`src/rtl/mem_stage_buf_if.sv`:
```
`default_nettype none
// ============================================================================
// Module      : mem_stage_buf_if
// Description : EX -> MEM stage bundle. Carries the EX-side valid/ready
//               handshake with its payload, the flush and misalignment
//               qualifiers, the MEM-side valid/ready handshake with its
//               payload, and the buffer occupancy.
//   slave  modport : view of the stage buffer (consumes EX, produces MEM)
//   master modport : view of the environment driving EX and sinking MEM
// Revision    : 1.0 - initial release
// ============================================================================
interface mem_stage_buf_if #(
  parameter int WORD_ADDR_W = 30,
  parameter int WORD_DATA_W = 32,
  parameter int REG_ADDR_W  = 5,
  parameter int CTRL_OP_W   = 2,
  parameter int EXP_W       = 3
);
  // EX side
  logic                   flush;
  logic                   miss_align;
  logic                   in_valid;
  logic                   in_ready;
  logic [WORD_ADDR_W-1:0] in_pc;
  logic                   in_en;
  logic                   in_br_flag;
  logic [CTRL_OP_W-1:0]   in_ctrl_op;
  logic [REG_ADDR_W-1:0]  in_dst_addr;
  logic                   in_gpr_we_;
  logic [EXP_W-1:0]       in_exp_code;
  logic [WORD_DATA_W-1:0] in_out;
  // MEM side
  logic                   out_valid;
  logic                   out_ready;
  logic [WORD_ADDR_W-1:0] out_pc;
  logic                   out_en;
  logic                   out_br_flag;
  logic [CTRL_OP_W-1:0]   out_ctrl_op;
  logic [REG_ADDR_W-1:0]  out_dst_addr;
  logic                   out_gpr_we_;
  logic [EXP_W-1:0]       out_exp_code;
  logic [WORD_DATA_W-1:0] out_out;
  logic [1:0]             occupancy;

  modport slave (
    input  flush, miss_align, in_valid, in_pc, in_en, in_br_flag, in_ctrl_op,
           in_dst_addr, in_gpr_we_, in_exp_code, in_out, out_ready,
    output in_ready, out_valid, out_pc, out_en, out_br_flag, out_ctrl_op,
           out_dst_addr, out_gpr_we_, out_exp_code, out_out, occupancy
  );

  modport master (
    output flush, miss_align, in_valid, in_pc, in_en, in_br_flag, in_ctrl_op,
           in_dst_addr, in_gpr_we_, in_exp_code, in_out, out_ready,
    input  in_ready, out_valid, out_pc, out_en, out_br_flag, out_ctrl_op,
           out_dst_addr, out_gpr_we_, out_exp_code, out_out, occupancy
  );
endinterface
`default_nettype wire

```
`src/rtl/mem_stage_buf.sv`:
```
`default_nettype none
// ============================================================================
// Module      : mem_stage_buf
// Description : EX/MEM pipeline buffer with valid/ready handshake. With
//               SKID=1 it is a two-entry skid buffer (main M, skid S) whose
//               in_ready is a pure register output; with SKID=0 it is a
//               single register with a combinational in_ready. Misaligned
//               accesses are converted into a bubble carrying the
//               misalignment exception code. Flush drops all entries and
//               the word presented in the flush cycle.
//   clk   : clock, all state updates on the rising edge
//   reset : synchronous, active-high
//   bus   : mem_stage_buf_if.slave (EX handshake/payload, flush,
//           miss_align, MEM handshake/payload, occupancy)
// Revision    : 1.0 - initial release
// ============================================================================
module mem_stage_buf #(
  parameter int WORD_ADDR_W    = 30,
  parameter int WORD_DATA_W    = 32,
  parameter int REG_ADDR_W     = 5,
  parameter int CTRL_OP_W      = 2,
  parameter int EXP_W          = 3,
  parameter int CTRL_OP_NOP    = 0,
  parameter int EXP_NO_EXP     = 0,
  parameter int EXP_MISS_ALIGN = 4,
  parameter int SKID           = 1
) (
  input  wire logic        clk,
  input  wire logic        reset,
  mem_stage_buf_if.slave   bus
);

  // Packed payload: {pc, en, br_flag, ctrl_op, dst_addr, gpr_we_, exp_code, out}
  localparam int PW = WORD_ADDR_W + 1 + 1 + CTRL_OP_W + REG_ADDR_W + 1
                    + EXP_W + WORD_DATA_W;

  localparam logic [PW-1:0] C_BUBBLE = {
    {WORD_ADDR_W{1'b0}}, 1'b0, 1'b0, CTRL_OP_W'(CTRL_OP_NOP),
    {REG_ADDR_W{1'b0}}, 1'b1, EXP_W'(EXP_NO_EXP), {WORD_DATA_W{1'b0}}
  };

  typedef enum logic [1:0] {
    ST_EMPTY = 2'd0,
    ST_ONE   = 2'd1,
    ST_TWO   = 2'd2
  } state_t;

  logic [PW-1:0] w_cap;
  logic [PW-1:0] w_m_pl;
  logic          w_m_valid;
  logic          w_in_ready;
  logic [1:0]    w_occ;
  logic          w_in_xfer;
  logic          w_out_xfer;

  // A misaligned access keeps its PC/enable/delay-slot info so the exception
  // can be attributed, but must not write a register or carry a result.
  always_comb begin
    w_cap = {bus.in_pc, bus.in_en, bus.in_br_flag, bus.in_ctrl_op,
             bus.in_dst_addr, bus.in_gpr_we_, bus.in_exp_code, bus.in_out};
    if (bus.miss_align) begin
      w_cap = {bus.in_pc, bus.in_en, bus.in_br_flag, CTRL_OP_W'(CTRL_OP_NOP),
               {REG_ADDR_W{1'b0}}, 1'b1, EXP_W'(EXP_MISS_ALIGN),
               {WORD_DATA_W{1'b0}}};
    end
  end

  assign w_in_xfer  = bus.in_valid & w_in_ready;
  assign w_out_xfer = w_m_valid & bus.out_ready;

  generate
    if (SKID != 0) begin : g_skid
      state_t        r_state;
      logic          r_m_valid;
      logic [PW-1:0] r_m_pl;
      logic          r_s_valid;
      logic [PW-1:0] r_s_pl;

      always_ff @(posedge clk) begin
        if (reset || bus.flush) begin
          // Flush drops the input of its own cycle too, so it shares the
          // reset path; any concurrent output transfer was already taken.
          r_state   <= ST_EMPTY;
          r_m_valid <= 1'b0;
          r_m_pl    <= C_BUBBLE;
          r_s_valid <= 1'b0;
          r_s_pl    <= C_BUBBLE;
        end else begin
          case (r_state)
            ST_EMPTY: begin
              if (w_in_xfer) begin
                r_m_pl    <= w_cap;
                r_m_valid <= 1'b1;
                r_state   <= ST_ONE;
              end
            end
            ST_ONE: begin
              if (w_in_xfer && w_out_xfer) begin
                r_m_pl <= w_cap;
              end else if (w_out_xfer) begin
                r_m_pl    <= C_BUBBLE;
                r_m_valid <= 1'b0;
                r_state   <= ST_EMPTY;
              end else if (w_in_xfer) begin
                // MEM stalled: park the new word in S, M stays stable.
                r_s_pl    <= w_cap;
                r_s_valid <= 1'b1;
                r_state   <= ST_TWO;
              end
            end
            ST_TWO: begin
              if (w_out_xfer) begin
                r_m_pl    <= r_s_pl;
                r_s_pl    <= C_BUBBLE;
                r_s_valid <= 1'b0;
                r_state   <= ST_ONE;
              end
            end
            default: begin
              r_state   <= ST_EMPTY;
              r_m_valid <= 1'b0;
              r_m_pl    <= C_BUBBLE;
              r_s_valid <= 1'b0;
              r_s_pl    <= C_BUBBLE;
            end
          endcase
        end
      end

      // Ready depends only on state, breaking the ready path from MEM.
      assign w_in_ready = ~r_s_valid;
      assign w_m_valid  = r_m_valid;
      assign w_m_pl     = r_m_pl;
      assign w_occ      = r_state;
    end else begin : g_single
      logic          r_m_valid;
      logic [PW-1:0] r_m_pl;

      always_ff @(posedge clk) begin
        if (reset || bus.flush) begin
          r_m_valid <= 1'b0;
          r_m_pl    <= C_BUBBLE;
        end else if (w_in_xfer) begin
          r_m_valid <= 1'b1;
          r_m_pl    <= w_cap;
        end else if (w_out_xfer) begin
          r_m_valid <= 1'b0;
          r_m_pl    <= C_BUBBLE;
        end
      end

      // Pop and reload in the same cycle keeps full throughput.
      assign w_in_ready = ~r_m_valid | bus.out_ready;
      assign w_m_valid  = r_m_valid;
      assign w_m_pl     = r_m_pl;
      assign w_occ      = {1'b0, r_m_valid};
    end
  endgenerate

  // M always holds bubble values while invalid, so the payload needs no mask.
  assign bus.in_ready  = w_in_ready;
  assign bus.out_valid = w_m_valid;
  assign bus.occupancy = w_occ;
  assign {bus.out_pc, bus.out_en, bus.out_br_flag, bus.out_ctrl_op,
          bus.out_dst_addr, bus.out_gpr_we_, bus.out_exp_code,
          bus.out_out} = w_m_pl;

endmodule
`default_nettype wire

```
`src/flat_wrapper.sv`:
```
// flat-port wrapper written by rule: the top's interface ports become plain ports
module mem_stage_buf_flat 
#(
  parameter int WORD_ADDR_W    = 30,
  parameter int WORD_DATA_W    = 32,
  parameter int REG_ADDR_W     = 5,
  parameter int CTRL_OP_W      = 2,
  parameter int EXP_W          = 3,
  parameter int CTRL_OP_NOP    = 0,
  parameter int EXP_NO_EXP     = 0,
  parameter int EXP_MISS_ALIGN = 4,
  parameter int SKID           = 1
)
  (clk, reset, bus_flush, bus_miss_align, bus_in_valid, bus_in_pc, bus_in_en, bus_in_br_flag, bus_in_ctrl_op, bus_in_dst_addr, bus_in_gpr_we_, bus_in_exp_code, bus_in_out, bus_out_ready, bus_in_ready, bus_out_valid, bus_out_pc, bus_out_en, bus_out_br_flag, bus_out_ctrl_op, bus_out_dst_addr, bus_out_gpr_we_, bus_out_exp_code, bus_out_out, bus_occupancy);
  mem_stage_buf_if #(.WORD_ADDR_W(WORD_ADDR_W), .WORD_DATA_W(WORD_DATA_W), .REG_ADDR_W(REG_ADDR_W), .CTRL_OP_W(CTRL_OP_W), .EXP_W(EXP_W)) bus_i ();
  input  wire logic clk;
  input  wire logic reset;
  input wire logic [$bits(bus_i.flush)-1:0] bus_flush;
  input wire logic [$bits(bus_i.miss_align)-1:0] bus_miss_align;
  input wire logic [$bits(bus_i.in_valid)-1:0] bus_in_valid;
  input wire logic [$bits(bus_i.in_pc)-1:0] bus_in_pc;
  input wire logic [$bits(bus_i.in_en)-1:0] bus_in_en;
  input wire logic [$bits(bus_i.in_br_flag)-1:0] bus_in_br_flag;
  input wire logic [$bits(bus_i.in_ctrl_op)-1:0] bus_in_ctrl_op;
  input wire logic [$bits(bus_i.in_dst_addr)-1:0] bus_in_dst_addr;
  input wire logic [$bits(bus_i.in_gpr_we_)-1:0] bus_in_gpr_we_;
  input wire logic [$bits(bus_i.in_exp_code)-1:0] bus_in_exp_code;
  input wire logic [$bits(bus_i.in_out)-1:0] bus_in_out;
  input wire logic [$bits(bus_i.out_ready)-1:0] bus_out_ready;
  output wire logic [$bits(bus_i.in_ready)-1:0] bus_in_ready;
  output wire logic [$bits(bus_i.out_valid)-1:0] bus_out_valid;
  output wire logic [$bits(bus_i.out_pc)-1:0] bus_out_pc;
  output wire logic [$bits(bus_i.out_en)-1:0] bus_out_en;
  output wire logic [$bits(bus_i.out_br_flag)-1:0] bus_out_br_flag;
  output wire logic [$bits(bus_i.out_ctrl_op)-1:0] bus_out_ctrl_op;
  output wire logic [$bits(bus_i.out_dst_addr)-1:0] bus_out_dst_addr;
  output wire logic [$bits(bus_i.out_gpr_we_)-1:0] bus_out_gpr_we_;
  output wire logic [$bits(bus_i.out_exp_code)-1:0] bus_out_exp_code;
  output wire logic [$bits(bus_i.out_out)-1:0] bus_out_out;
  output wire logic [$bits(bus_i.occupancy)-1:0] bus_occupancy;
  assign bus_i.flush = bus_flush;
  assign bus_i.miss_align = bus_miss_align;
  assign bus_i.in_valid = bus_in_valid;
  assign bus_i.in_pc = bus_in_pc;
  assign bus_i.in_en = bus_in_en;
  assign bus_i.in_br_flag = bus_in_br_flag;
  assign bus_i.in_ctrl_op = bus_in_ctrl_op;
  assign bus_i.in_dst_addr = bus_in_dst_addr;
  assign bus_i.in_gpr_we_ = bus_in_gpr_we_;
  assign bus_i.in_exp_code = bus_in_exp_code;
  assign bus_i.in_out = bus_in_out;
  assign bus_i.out_ready = bus_out_ready;
  assign bus_in_ready = bus_i.in_ready;
  assign bus_out_valid = bus_i.out_valid;
  assign bus_out_pc = bus_i.out_pc;
  assign bus_out_en = bus_i.out_en;
  assign bus_out_br_flag = bus_i.out_br_flag;
  assign bus_out_ctrl_op = bus_i.out_ctrl_op;
  assign bus_out_dst_addr = bus_i.out_dst_addr;
  assign bus_out_gpr_we_ = bus_i.out_gpr_we_;
  assign bus_out_exp_code = bus_i.out_exp_code;
  assign bus_out_out = bus_i.out_out;
  assign bus_occupancy = bus_i.occupancy;
  mem_stage_buf #(.WORD_ADDR_W(WORD_ADDR_W), .WORD_DATA_W(WORD_DATA_W), .REG_ADDR_W(REG_ADDR_W), .CTRL_OP_W(CTRL_OP_W), .EXP_W(EXP_W), .CTRL_OP_NOP(CTRL_OP_NOP), .EXP_NO_EXP(EXP_NO_EXP), .EXP_MISS_ALIGN(EXP_MISS_ALIGN), .SKID(SKID)) u_core (.clk(clk), .reset(reset), .bus(bus_i));
endmodule
```
`config.mk`:
```
export PLATFORM = sky130hd
export DESIGN_NAME = mem_stage_buf_flat
export DESIGN_NICKNAME = d
export VERILOG_FILES = /design/src/rtl/mem_stage_buf_if.sv /design/src/rtl/mem_stage_buf.sv /design/src/flat_wrapper.sv
export SDC_FILE = /design/constraint.sdc
export NUM_CORES = 1
export LEC_CHECK = 0
export BUFFER_PORTS_ARGS = -buffer_cell sky130_fd_sc_hd__buf_2
export CAP_MARGIN = 15
export CORE_ASPECT_RATIO = 1.75
export CORE_MARGIN = 1.5
export CORE_UTILIZATION = 47
export CTS_CLUSTER_SIZE = 30
export DETAILED_ROUTE_END_ITERATION = 8
export PLACE_DENSITY = 0.76
export SLEW_MARGIN = 10
export SYNTH_ARGS = -nofsm -noshare
export SYNTH_HDL_FRONTEND = slang
export SYNTH_SLANG_ARGS = --single-unit
```
`constraint.sdc`:
```
create_clock -name clk -period 1.6 [get_ports clk]
set_clock_uncertainty 0.15 [all_clocks]
set_input_delay 0 -clock clk [delete_from_list [all_inputs] [get_ports clk]]
set_output_delay 0 -clock clk [all_outputs]
set_load 0.01 [all_outputs]
```
==> results of run 1 <==
sequential cells by signal, indices dropped and copies added, names as in the netlist:
signal / flops
u_core.bus.out_valid: 1
u_core.bus.occupancy: 2
u_core.g_skid.r_m_pl: 75
u_core.g_skid.r_s_valid: 1
u_core.g_skid.r_s_pl: 75
final cells by class:
| type | instances | area (um^2) |
|---|---|---|
| tap | 165 | 206 |
| clock inverter | 13 | 216 |
| timing repair buffer | 285 | 2170 |
| fill | 842 | 3450 |
| sequential | 154 | 3100 |
| clock buffer | 19 | 433 |
| inverter | 2 | 7.51 |
| multi-input combinational | 303 | 2420 |
cells by family (layout without fill, tap and decap cells):
group	Yosys count	count (layout)
AOI/OAI and AO/OA	213	213
and+or+nand+nor	87	90
DFF	154	154
buffers and inverters	55	319
Yosys cell counts (3+ instances only):
cell type,number
a22o_1,57
a22oi_1,33
buf_2,21
nand2_1,21
nor2_1,3
o21ai_1,16
clkbuf_1,18
buf_12,3
o2bb2ai_1,33
and3_1,43
a221o_1,41
a21oi_1,3
dfxtp_1,154
o211ai_1,16
buf_6,6
buf_4,5
worst max-delay path by stage:
| stage | from | to | slack (ps) |
|---|---|---|---|
| 5_1_grt | u_core.bus.occupancy[0] | u_core.g_skid.r_m_pl[13] | -160 |
| 3_5_place_dp | u_core.bus.out_valid | u_core.g_skid.r_s_pl[13] | -100 |
| 3_3_place_gp | u_core.bus.occupancy[1] | u_core.g_skid.r_m_pl[49] | -50 |
| 2_1_floorplan | u_core.bus.occupancy[0] | u_core.g_skid.r_m_pl[10] | -100 |
| 6_report | u_core.bus.occupancy[0] | u_core.g_skid.r_m_pl[13] | -110 |
| 4_1_cts | u_core.bus.occupancy[0] | u_core.g_skid.r_m_pl[19] | -90 |
worst max-delay path, cell delays in order, from the launching register on:
cell,delay [ps]
dfxtp_4,390
a21boi_4,220
nor3_4,70
nor3b_4,160
buf_6,150
buf_12,140
a221o_1,320
what timing repair did:
action / 4_1_cts / 5_1_grt
cloned: 1 / 7
setup buffers: 0 / 7
resized for setup: 14 / 19
hold buffers: 80 / 0
pin swaps: 2 / 53
setup endpoints to repair: 148 / 148
endpoints found under the hold margin: 152 / 0
per-stage QoR:
| stage | area, um^2 | setup TNS [ps] | worst slack (ps) | instances | hold slack (ps) |
|---|---|---|---|---|---|
| after floorplan | 5810 | -5240 | -95.1 | 509 | -24.5 |
| after global routing | 8550 | -11940 | -160 | 941 | 103 |
| after detailed placement | 6850 | -7180 | -102 | 815 | 85.6 |
| final | 8550 | -5460 | -114 | 941 | 103 |
| after CTS | 8350 | -3250 | -85.9 | 928 | -4.08 |
| after global placement | 6850 | -3740 | -51.5 | 815 | 80.3 |
power breakdown:
part	leakage, uW	total, uW	internal, uW	switching, uW
Combinational	0.00224	854	436	418
Clock	0.000310	4410	2790	1620
Sequential	0.00125	3940	3900	42.8
Total	0.00380	9210	7130	2080
per-layer routing:
layer | GRT usage | part of all wire | vias up
met5 | 0 | 0 | -
met4 | 0.119 | 0.023 | 0
met3 | 0.0498 | 0.059 | 37
met2 | 0.465 | 0.53 | 273
met1 | 0.298 | 0.39 | 2615
li1 | - | - | 2512
==> flow_summary_export.csv, run 1 <==
group,metric,value,unit
run_status,status,"complete, but fails checks",
run_status,violations,"setup timing",
logic_synthesis,synth-edff-count,0,
cts,cts_root_buf,"clkbuf_16",
critical_path,r2r-end,"u_core.g_skid.r_m_pl[13]",
global_routing,grt.total_usage,0.262,
sta,timing.final.ws_setup,-114,ps
logic_synthesis,synthCells,509,
floorplanning,core_area,12000,um^2
drt,vias,5437,
critical_path,reg2reg_slack,-110,ps
logic_synthesis,synthSimpleGateAreaFrac,0.0937,
floorplanning,start_util,0.479,
logic_synthesis,ys.flop_type,"dfxtp_1",
layout,nNetsFinal,844,
pwr,power,9210,uW
drt,viasPerCell,5.78,
placement,port_buffers,159,
cts,clk_path_buf_depth,2,
global_routing,grt_max_degree,37,
cts,cts_tree,"yes",
logic_synthesis,ys_seq_area_frac,0.536,
floorplanning,die-area,12900,um^2
worst_hold_path,hold_start,"bus_out_ready",
cts,htreeDepth,4,
floorplanning,die_w,86.6,um
global_routing,grt_pass1_vias,5518,
cts,cts_buffers,17,
cts,cts_sinks,154,
logic_synthesis,ys_types,45,
global_routing,grt.overflow.total,0,
critical_path,reg2reg_depth,6,
worst_hold_path,min_path_type,"in -> reg",
critical_path,arrival,1860,ps
floorplanning,die_h,149,um
layout,antennaDiodeCount,0,
pwr,p_per_area,1080,nW/um^2
sta,tightest_slew,414,ps
layout,utilization,0.713,
logic_synthesis,netlist_area,5750,um^2
pwr,p_leak,0.00380,uW
critical_path,critPathKind,"reg -> reg",
drt,final_antenna_net_count,0,
drt,wl_per_cell,18.6,um
global_routing,grt_pass1_wl,26600,um
logic_synthesis,muxShareOfSynthArea,0,
logic_synthesis,synth_area_per_cell,11.3,um^2
logic_synthesis,yosys-top-cells-area,"dfxtp_1 54%, a22o_1 8.7%, a221o_1 7.1%, o2bb2ai_1 5.0%, and3_1 4.7%",
worst_hold_path,hold_depth,5,
logic_synthesis,yosysWarnings,0,
critical_path,startpoint_type,"flop",
logic_synthesis,yosysTopAreaCell,"dfxtp_1",
sta,hold_violations,0,
placement,place.gp.congestion,0.886,
layout,layout_commonest_cell,"buf_2",
logic_synthesis,synth-async-reset-ratio,0,
logic_synthesis,ys_ff_latch,154,
logic_synthesis,synth_top_family_by_area,"compound AO/OA/AOI/OAI gates",
layout,drive_above_1_share,0.344,
sta,fmax,583,MHz
critical_path,r2r_start,"u_core.bus.occupancy[0]",
sta,finalSetupViolations,113,
logic_synthesis,synthAdderAreaFrac,0,
logic_synthesis,synth_top_area_frac,0.536,
floorplanning,ioPinCount,160,
global_routing,antenna_found_initial,0,
logic_synthesis,synth_compound_area_frac,0.310,
placement,hpwl,10200,um
sta,post-route-period-util,1.07,
logic_synthesis,syn_nets,590,
pwr,max-vdd-ir-drop,832,uV
critical_path,required,1750,ps
drt,drt_first_pass_iters,5,
worst_hold_path,hold_path_end,"u_core.g_skid.r_m_pl[35]",
cts,insertion_delay,410,ps
sta,maxSlewViolCount,0,
drt,wl,17500,um
drt,drcViolationCount,0,
critical_path,end_kind,"flop",
sta,slew_headroom,0.724,
layout,area_growth,48.7,%
layout,final_cell_mix,"159 x buf_2, 150 x dfxtp_1, 80 x dlygate4sd3_1",
cts,path_clk_slew,60,ps
run,maxCapViolCount,0,
logic_synthesis,synthXorXnorAreaFrac,0,
critical_path,path_max_fanout,14,
floorplanning,placementRows,53,
sta,min_period,1710,ps
sta,rsz0062_at_grt,"yes",
drt,initialDrtViolationCount,399,
Note: power is estimated with default switching activity, not from simulation.
==> run 2: changes to the inputs <==
--- a/config.mk
+++ b/config.mk
@@ -15,2 +15,3 @@
 export PLACE_DENSITY = 0.76
+export SKIP_LAST_GASP = 1
 export SLEW_MARGIN = 10
--- a/constraint.sdc
+++ b/constraint.sdc
@@ -4,2 +4,2 @@
 set_output_delay 0 -clock clk [all_outputs]
-set_load 0.01 [all_outputs]
+set_load 0.05 [all_outputs]
==> run 2 against run 1 <==
Count of clock-buffer cells in the layout up 2. Utilization is 2.9 points higher. Worst hold slack worse by 110 ps. Critical path type unchanged. Register-to-register slack got worse by 60 ps. The flow finishes with violations (hold timing, setup timing). Total power is 1.2% higher.
==> flow_summary_export.csv, run 2 (synthesis gave the netlist of run 1 again) <==
group,metric,value,unit
floorplanning,die_w,86.6,um
drt,drt_first_pass_iters,5,
layout,register_area,3090,um^2
layout,utilization,0.741,
pwr,p_leak,0.00399,uW
drt,viasPerCell,5.76,
critical_path,startpoint_type,"flop",
worst_hold_path,min_path_type,"in -> reg",
global_routing,antenna_found_initial,0,
floorplanning,die_h,149,um
layout,nNetsFinal,870,
critical_path,r2r_start,"u_core.bus.occupancy[1]",
cts,path_clk_slew,60,ps
placement,hpwl,10000,um
layout,fillCellCount,759,
drt,initialDrtViolationCount,388,
floorplanning,placementRows,53,
sta,min_period,1770,ps
sta,hold_violations,1,
critical_path,end_kind,"flop",
sta,tightest_slew,363,ps
pwr,max-vdd-ir-drop,825,uV
drt,drcViolationCount,0,
floorplanning,start_util,0.479,
pwr,p_per_area,1050,nW/um^2
global_routing,grt_max_degree,54,
critical_path,reg2reg_depth,7,
layout,area_growth,54.7,%
critical_path,arrival,1950,ps
critical_path,critPathKind,"reg -> reg",
layout,final_cell_mix,"159 x buf_2, 151 x dfxtp_1, 80 x dlygate4sd3_1",
drt,wl,18600,um
drt,final_antenna_net_count,0,
cts,clk_path_buf_depth,2,
layout,layout_commonest_cell,"buf_2",
run_status,status,"complete, but fails checks",
pwr,power,9320,uW
cts,cts_buffers,17,
drt,vias,5567,
global_routing,grt.overflow.total,0,
floorplanning,core_area,12000,um^2
cts,cts_tree,"yes",
cts,htreeDepth,4,
cts,cts-hold-fix-buffers,80,
layout,drive_above_1_share,0.379,
critical_path,r2r-end,"u_core.g_skid.r_m_pl[56]",
cts,cts_sinks,154,
critical_path,reg2reg_slack,-170,ps
cts,cts_root_buf,"clkbuf_16",
sta,post-route-period-util,1.11,
floorplanning,ioPinCount,160,
placement,port_buffers,159,
cts,insertion_delay,410,ps
critical_path,required,1770,ps
global_routing,grt_pass1_wl,26700,um
sta,timing.final.ws_setup,-173,ps
placement,place.gp.congestion,0.820,
global_routing,grt.total_usage,0.263,
sta,slew_headroom,0.758,
layout,multi_input_area,2510,um^2
run,maxCapViolCount,0,
drt,wl_per_cell,19.3,um
global_routing,grt_pass1_vias,5491,
sta,hold_slack,-10.0,ps
critical_path,crit_end,"u_core.g_skid.r_m_pl[56]",
sta,fmax,564,MHz
critical_path,setup.worst_path.start,"u_core.bus.occupancy[1]",
layout,antennaDiodeCount,0,
sta,maxSlewViolCount,0,
floorplanning,die-area,12900,um^2
sta,finalSetupViolations,134,
sta,rsz0062_at_grt,"yes",
run_status,violations,"hold timing, setup timing",
critical_path,path_max_fanout,19,
run 2: cell types whose count changed in the layout (fill, tap and decap cells not counted), sizes merged:
| cell | change |
|---|---|
| and2 | +2 |
| bufinv | -2 |
| buf | +23 |
| clkbuf | +4 |
| and3 | -1 |
| clkinv | -1 |
| inv | +1 |
run 2: critical path: stages (launching register included):
cell and delay, ps:
dfxtp_4 360, nor2b_4 160, buf_6 110, a22oi_2 90
a21oi_4 300, buf_12 220, buf_4 160, o2bb2ai_1 130
run 2: what timing repair did:
| item | in CTS | in global routing |
|---|---|---|
| setup buffers | 4 | 13 |
| pin swaps | 4 | 63 |
| cloned | 5 | 10 |
| hold endpoints to repair | 153 | 1 |
| endpoints found under the setup margin | 135 | 150 |
| gates resized for setup | 15 | 30 |
run 2: worst min-delay path by stage:
stage | start | end | slack [ps] | depth (start not counted)
4_1_cts | bus_out_ready | u_core.g_skid.r_s_pl[34] | 40 | 6
2_1_floorplan | bus_in_dst_addr[2] | u_core.g_skid.r_s_pl[38] | -20 | 1
3_5_place_dp | bus_in_dst_addr[0] | u_core.g_skid.r_s_pl[36] | 90 | 2
6_report | bus_out_ready | u_core.g_skid.r_m_pl[35] | -10 | 5
5_1_grt | bus_out_ready | u_core.g_skid.r_m_pl[35] | -5 | 5
3_3_place_gp | bus_in_out[25] | u_core.g_skid.r_s_pl[25] | 80 | 2
run 2: layout make-up:
class	instances	area share
Sequential cell	154	0.348
Multi-Input combinational cell	304	0.282
Timing Repair Buffer	310	0.275
Clock buffer	21	0.0541
Tap cell	165	0.0232
Clock inverter	11	0.0174
Inverter	2	0.000844
run 2: metrics by stage:
step | instances | area, um^2 | setup slack [ps] | hold slack [ps] | TNS (ps)
after CTS | 945 | 8510 | -133 | 41.4 | -7190
after floorplan | 509 | 5880 | -179 | -24.5 | -14770
final | 967 | 8900 | -173 | -10.0 | -10960
after detailed placement | 824 | 6880 | -136 | 86.1 | -8930
after global placement | 824 | 6880 | -66.2 | 84.0 | -3570
after global routing | 967 | 8900 | -225 | -4.72 | -17320
run 2: power breakdown:
part / leakage, uW / switching (uW) / internal (uW)
Sequential: 0.00125 / 44.1 / 3900
Clock: 0.000306 / 1620 / 2660
Combinational: 0.00244 / 613 / 483
Total: 0.00399 / 2280 / 7040
run 2: metal layers:
metal  global-route usage  share of wire  up-vias
li1                     -              -     2569
met3               0.0548          0.051       43
met2                0.463           0.53      239
met4                0.130          0.031        0
met1                0.295           0.39     2716
met5                    0              0        -
